File: src/rtl/sample_serializer.sv
// sample_serializer: shifts a parallel sample out as an SPI-style frame.
// Define SERIALIZER_DUAL_CHANNEL_EN to send {s_i, s_q}; the default sends s_i only.
module sample_serializer #(
    parameter int WIDTH = 16,
    parameter int DIV   = 4,
    parameter int GAP   = 2
) (
    input  logic             clk,
    input  logic             RST,
    input  logic             s_valid,
    output logic             s_ready,
    input  logic [WIDTH-1:0] s_i,
    input  logic [WIDTH-1:0] s_q,
    output logic             sclk,
    output logic             sdata,
    output logic             cs_n,
    output logic             busy
);

`ifdef SERIALIZER_DUAL_CHANNEL_EN
    localparam int N = 2 * WIDTH;
`else
    localparam int N = WIDTH;
`endif
    localparam int BW      = $clog2(2 * WIDTH + 1);
    localparam int DW      = (DIV > 1) ? $clog2(DIV) : 1;
    localparam int GAP_LEN = GAP * 2 * DIV;
    localparam int GW      = (GAP_LEN > 1) ? $clog2(GAP_LEN) : 1;

    localparam logic [DW-1:0] DIV_LAST = DW'(DIV - 1);
    localparam logic [BW-1:0] BIT_LAST = BW'(N - 1);
    localparam logic [GW-1:0] GAP_LAST = GW'(GAP_LEN - 1);

    typedef enum logic [1:0] {
        IDLE,
        SHIFT,
        GAPWAIT
    } state_t;

    logic [N-1:0] frame;

`ifdef SERIALIZER_DUAL_CHANNEL_EN
    assign frame = {s_i, s_q};
`else
    logic unused_s_q;
    assign frame      = s_i;
    assign unused_s_q = ^s_q;
`endif

    state_t        state_q, state_d;
    logic [N-1:0]  sreg_q,  sreg_d;
    logic [DW-1:0] div_q,   div_d;
    logic [BW-1:0] bit_q,   bit_d;
    logic [GW-1:0] gap_q,   gap_d;
    logic          sclk_q,  sclk_d;
    logic          sdata_q, sdata_d;
    logic          cs_n_q,  cs_n_d;

    // Next-state: load on handshake, shift on sclk falls, then idle gap.
    always_comb begin
        state_d = state_q;
        sreg_d  = sreg_q;
        div_d   = div_q;
        bit_d   = bit_q;
        gap_d   = gap_q;
        sclk_d  = sclk_q;
        sdata_d = sdata_q;
        cs_n_d  = cs_n_q;
        unique case (state_q)
            IDLE: begin
                if (s_valid) begin
                    state_d = SHIFT;
                    sreg_d  = frame;
                    div_d   = '0;
                    bit_d   = '0;
                    sclk_d  = 1'b0;
                    sdata_d = frame[N-1];
                    cs_n_d  = 1'b0;
                end
            end
            SHIFT: begin
                if (div_q == DIV_LAST) begin
                    div_d  = '0;
                    sclk_d = ~sclk_q;
                    if (sclk_q) begin
                        if (bit_q == BIT_LAST) begin
                            sclk_d  = 1'b0;
                            sdata_d = 1'b0;
                            cs_n_d  = 1'b1;
                            gap_d   = '0;
                            state_d = (GAP == 0) ? IDLE : GAPWAIT;
                        end else begin
                            bit_d   = bit_q + 1'b1;
                            sreg_d  = sreg_q << 1;
                            sdata_d = sreg_d[N-1];
                        end
                    end
                end else begin
                    div_d = div_q + 1'b1;
                end
            end
            GAPWAIT: begin
                if (gap_q == GAP_LAST) begin
                    state_d = IDLE;
                end else begin
                    gap_d = gap_q + 1'b1;
                end
            end
            default: begin
                state_d = IDLE;
            end
        endcase
    end

    // State and registered outputs; reset wins over a same-cycle handshake.
    always_ff @(posedge clk) begin
        if (RST) begin
            state_q <= IDLE;
            sreg_q  <= '0;
            div_q   <= '0;
            bit_q   <= '0;
            gap_q   <= '0;
            sclk_q  <= 1'b0;
            sdata_q <= 1'b0;
            cs_n_q  <= 1'b1;
        end else begin
            state_q <= state_d;
            sreg_q  <= sreg_d;
            div_q   <= div_d;
            bit_q   <= bit_d;
            gap_q   <= gap_d;
            sclk_q  <= sclk_d;
            sdata_q <= sdata_d;
            cs_n_q  <= cs_n_d;
        end
    end

    assign s_ready = (state_q == IDLE);
    assign busy    = (state_q != IDLE);
    assign sclk    = sclk_q;
    assign sdata   = sdata_q;
    assign cs_n    = cs_n_q;

endmodule
File: config.mk
export PLATFORM = sky130hd
export DESIGN_NAME = sample_serializer
export DESIGN_NICKNAME = d
export VERILOG_FILES = /design/src/rtl/sample_serializer.sv
export SDC_FILE = /design/constraint.sdc
export NUM_CORES = 1
export LEC_CHECK = 0
export ABC_CLOCK_PERIOD_IN_PS = 2800
export CAP_MARGIN = 25
export CORE_MARGIN = 2
export CORE_UTILIZATION = 70
export CTS_BUF_LIST = sky130_fd_sc_hd__clkbuf_4 sky130_fd_sc_hd__clkbuf_8
export DETAILED_ROUTE_END_ITERATION = 7
export DONT_BUFFER_PORTS = 1
export PLACE_DENSITY = 0.86
export SLEW_MARGIN = 20
export SYNTH_ARGS = -nofsm -noshare
export SYNTH_HDL_FRONTEND = slang
export SYNTH_SLANG_ARGS = --single-unit
File: constraint.sdc
create_clock -name clk -period 2.8 [get_ports clk]
set_input_delay 0.28 -clock clk [delete_from_list [all_inputs] [get_ports clk]]
set_output_delay 0.28 -clock clk [all_outputs]
set_load 0.01 [all_outputs]
==> flow_summary_export.csv <==
group,metric,value,unit
clock_network,h-tree-depth,2,
power_and_ir_drop,areal_power_density_over_the_cells,514,nW/um2
run,cap_viol_max_count,0,
timing,fmax,0.479,GHz
timing,final_period_util,74.6,%
timing,period_needed,2090,ps
synthesis,syn-instance-count,180,
detailed_routing,drt-vias-per-instance,6.51,
timing,setup_violations,0,
timing,fin_clk_skew,13.0,ps
layout,antennaDiodeCount,0,
power_and_ir_drop,p_leak,0.000619,uW
detailed_routing,detailroute.via_count,1380,
place,global_placer_s_final_weighted_congestion,0.798,
hold_path,worst_hold_path.num_cells,1,
timing,slew_headroom,33.1,%
clock_network,clockRootBuffer,"sky130_fd_sc_hd__clkbuf_4",
critical_path,r2r-end,"bit_q[5]$_SDFFE_PP0P_",
floorplanning,core-area,2190,um2
critical_path,flop_to_flop_setup_slack,710,ps
detailed_routing,antenna_violating_nets_post_route,0,
detailed_routing,number_of_design_rule_violations_left_by_the_first_detailed_router_iteration,52,
timing,fin_setup_tns,0,ps
layout,drive_gt1_share,15.8,%
global_routing,grt_pass1_vias,1302,
floorplanning,initial_standard_cell_utilization_of_the_core,72.8,%
clock_network,clk_pin_slew,90,ps
global_routing,grt_antenna_before_repair,0,
synthesis,syn-num-nets,218,
critical_path,r2r_cells,5,
global_routing,aggregate_global_routing_overflow,0,
timing,slew_of_the_pin_with_the_lowest_slew_margin,1000,ps
critical_path,critPathMaxFanout,15,
detailed_routing,route.detailed.wl_per_inst,16.6,um
clock_network,cts.hold.buffers_added,5,
clock_network,clk-insertion-delay-late,340,ps
timing,drv_slew,0,
floorplanning,floorplan.die.height,51.7,um
layout,areaGrowthSynthToFinish,6.90,%
global_routing,global_route.usage.total,29.4,%
hold_path,min_path_type,"in -> reg",
floorplanning,die-width,51.7,um
floorplanning,floorplan.die_area,2680,um2
layout,final_net_count,221,
global_routing,pin_count_of_the_biggest_net_entering_global_routing,25,
floorplanning,design.portCount,40,
critical_path,setup.worst_path.end_class,"flop",
detailed_routing,drt_drc_violations_left,0,
run_status,outcome,"finished clean",
clock_network,tritoncts,"yes",
synthesis,seq_area_frac_synth,40.2,%
critical_path,worstSetupStartpointType,"flop",
global_routing,grt_first_pass_wirelength,5.70,mm
synthesis,syn_area,1600,um2
clock_network,cts_repair_resize_count,0,
hold_path,hold_path_end,"state_q[1]$_SDFFE_PP0P_",
power_and_ir_drop,power.ir.vdd_worst,414,uV
clock_network,cts_made_buffers,5,
detailed_routing,drt_pass1_iterations,4,
place,dp_hpwl,2.23,mm
power_and_ir_drop,power,876,uW
clock_network,cts.path.max_buffers,2,
synthesis,synth.distinct_cells,39,
clock_network,numClockSinks,32,
clock_network,post-cts-setup-buffer-count,0,
synthesis,ys.warnings.count,0,
floorplanning,placementRows,17,
detailed_routing,totalWireLength,3.52,mm
hold_path,hold_path_startpoint,"RST",
critical_path,arrival_time_worst_endpoint,2310,ps
critical_path,critical_path_class,"reg -> reg",
timing,rsz0062_at_grt,"no",
place,place.port_buffers,0,
synthesis,post_synth.cell_area_avg,8.86,um2
synthesis,ys_ff_latch,32,
critical_path,worst_r2r_startpoint,"bit_q[0]$_SDFFE_PP0P_",
critical_path,worst_ep_required_time,3020,ps
timing,final_hold_viol_count,0,
flip-flops by register name, summed over array words and instances, names as in the netlist:
| signal | count |
|---|---|
| state_q | 2 |
| cs_n | 1 |
| sdata | 1 |
| sreg_q | 15 |
| gap_q | 4 |
| bit_q | 6 |
| div_q | 2 |
| sclk | 1 |
routing by layer:
metal	up-vias	track usage [%]	wire, um
li1	667	-	-
met1	646	37.4	1510
met2	57	45.5	1680
met3	10	7.76	226
met4	0	15.8	101
met5	-	0	0
how the worst max path moves through the flow:
stage                                  from                      end  slack [ps]  cells after the start
CTS                   bit_q[0]$_SDFFE_PP0P_    bit_q[5]$_SDFFE_PP0P_         730                      5
floorplan             bit_q[0]$_SDFFE_PP0P_  sreg_q[12]$_SDFFE_PP0P_        1160                      6
global route        state_q[0]$_SDFFE_PP0P_    bit_q[5]$_SDFFE_PP0P_         590                      4
global placement      bit_q[0]$_SDFFE_PP0P_    bit_q[5]$_SDFFE_PP0P_         790                      5
finish                bit_q[0]$_SDFFE_PP0P_    bit_q[5]$_SDFFE_PP0P_         710                      5
detailed placement    bit_q[0]$_SDFFE_PP0P_    bit_q[5]$_SDFFE_PP0P_         760                      5
cell usage after synthesis:
master	count	share of area [%]
sky130_fd_sc_hd__a211oi_4	1	1.3
sky130_fd_sc_hd__nand3_1	5	1.6
sky130_fd_sc_hd__dfxtp_1	32	40
sky130_fd_sc_hd__o22ai_1	3	1.2
sky130_fd_sc_hd__xor2_1	1	0.55
sky130_fd_sc_hd__mux2_2	2	1.4
sky130_fd_sc_hd__buf_1	1	0.24
sky130_fd_sc_hd__a22o_1	4	2.2
sky130_fd_sc_hd__o21bai_1	1	0.47
sky130_fd_sc_hd__nand2_2	1	0.39
sky130_fd_sc_hd__a221o_1	1	0.63
sky130_fd_sc_hd__nand2b_1	6	2.4
sky130_fd_sc_hd__nor2b_1	1	0.39
sky130_fd_sc_hd__clkbuf_1	5	1.2
sky130_fd_sc_hd__xnor2_1	1	0.55
sky130_fd_sc_hd__a311oi_1	4	2.2
sky130_fd_sc_hd__a211oi_2	1	0.78
sky130_fd_sc_hd__inv_1	1	0.24
sky130_fd_sc_hd__nand2_1	30	7.1
sky130_fd_sc_hd__nand3_4	1	1.1
sky130_fd_sc_hd__o21ai_0	1	0.31
sky130_fd_sc_hd__a32o_1	1	0.63
sky130_fd_sc_hd__a211o_1	1	0.55
sky130_fd_sc_hd__nor2_1	14	3.3
sky130_fd_sc_hd__nand3b_1	1	0.47
sky130_fd_sc_hd__a311oi_2	10	9.4
sky130_fd_sc_hd__or2_2	3	1.2
sky130_fd_sc_hd__nor4_1	1	0.39
sky130_fd_sc_hd__a21oi_1	6	1.9
sky130_fd_sc_hd__and3_1	3	1.2
sky130_fd_sc_hd__nand4bb_1	1	0.71
sky130_fd_sc_hd__a31oi_1	1	0.39
sky130_fd_sc_hd__buf_4	1	0.47
sky130_fd_sc_hd__a211oi_1	1	0.47
sky130_fd_sc_hd__nor3_1	21	6.6
sky130_fd_sc_hd__ha_1	3	2.4
sky130_fd_sc_hd__buf_6	1	0.71
sky130_fd_sc_hd__a22oi_1	4	1.9
sky130_fd_sc_hd__buf_2	4	1.3
power by group:
part | total (uW) | switching (uW) | internal [uW]
sequential | 493 | 15.7 | 477
clock | 273 | 154 | 119
combinational | 110 | 63.7 | 46.1
total | 876 | 233 | 643
layout by cell type (no fill, tap or decap):
cell type / instances
sky130_fd_sc_hd__a211o_1: 1
sky130_fd_sc_hd__a211oi_1: 1
sky130_fd_sc_hd__a211oi_2: 1
sky130_fd_sc_hd__a211oi_4: 1
sky130_fd_sc_hd__a21oi_1: 6
sky130_fd_sc_hd__a221o_1: 1
sky130_fd_sc_hd__a22o_1: 4
sky130_fd_sc_hd__a22oi_1: 4
sky130_fd_sc_hd__a311oi_1: 4
sky130_fd_sc_hd__a311oi_2: 10
sky130_fd_sc_hd__a31oi_1: 1
sky130_fd_sc_hd__a32o_1: 1
sky130_fd_sc_hd__and3_1: 3
sky130_fd_sc_hd__buf_4: 2
sky130_fd_sc_hd__clkbuf_4: 5
sky130_fd_sc_hd__clkbuf_8: 1
sky130_fd_sc_hd__clkinv_2: 2
sky130_fd_sc_hd__dfxtp_1: 32
sky130_fd_sc_hd__dlygate4sd3_1: 6
sky130_fd_sc_hd__ha_1: 3
sky130_fd_sc_hd__inv_1: 1
sky130_fd_sc_hd__mux2_2: 2
sky130_fd_sc_hd__nand2_1: 30
sky130_fd_sc_hd__nand2_2: 1
sky130_fd_sc_hd__nand2b_1: 6
sky130_fd_sc_hd__nand3_1: 5
sky130_fd_sc_hd__nand3_4: 1
sky130_fd_sc_hd__nand3b_1: 1
sky130_fd_sc_hd__nand4bb_1: 1
sky130_fd_sc_hd__nor2_1: 14
sky130_fd_sc_hd__nor2b_1: 1
sky130_fd_sc_hd__nor3_1: 21
sky130_fd_sc_hd__nor4_1: 1
sky130_fd_sc_hd__o21ai_0: 1
sky130_fd_sc_hd__o21bai_1: 1
sky130_fd_sc_hd__o22ai_1: 3
sky130_fd_sc_hd__or2_2: 3
sky130_fd_sc_hd__xnor2_1: 1
sky130_fd_sc_hd__xor2_1: 1
cell families after synthesis:
group                      Yosys count  share of synthesized area [%]
muxes                                2                           1.41
and+or+nand+nor                     88                           26.7
AOI/OAI and AO/OA                   40                           24.2
adders and majority gates            3                           2.35
buffers and inverters               13                           4.08
DFF                                 32                           40.2
xor gates and xnor gates             2                           1.10
critical path, stage by stage (launching register included):
cell,delay (ps)
sky130_fd_sc_hd__dfxtp_1,340
sky130_fd_sc_hd__ha_1,240
sky130_fd_sc_hd__and3_1,280
sky130_fd_sc_hd__a211oi_4,610
sky130_fd_sc_hd__nor3_1,180
sky130_fd_sc_hd__a221o_1,330
cell type report:
type                            instances  area (um2)
Clock buffer                            6        51.3
Clock inverter                          2        10.0
Fill cell                             147         485
Inverter                                1        3.75
Multi-Input combinational cell        135         890
Sequential cell                        32         641
Tap cell                               28        35.0
Timing Repair Buffer                    8        75.1
stage by stage:
stage          util, %  cell area [um2]  instances  setup WS, ps  hold slack (ps)
2_1_floorplan        -             1600        180          1160              432
3_3_place_gp      72.3             1580        198           785              353
3_5_place_dp      72.3             1580        198           762              354
4_1_cts           77.4             1700        211           730            0.877
5_1_grt           77.8             1710        212           590            0.553
6_report          77.8             1710        212           711             11.8
No activity file was read; power rests on OpenSTA's default activity.
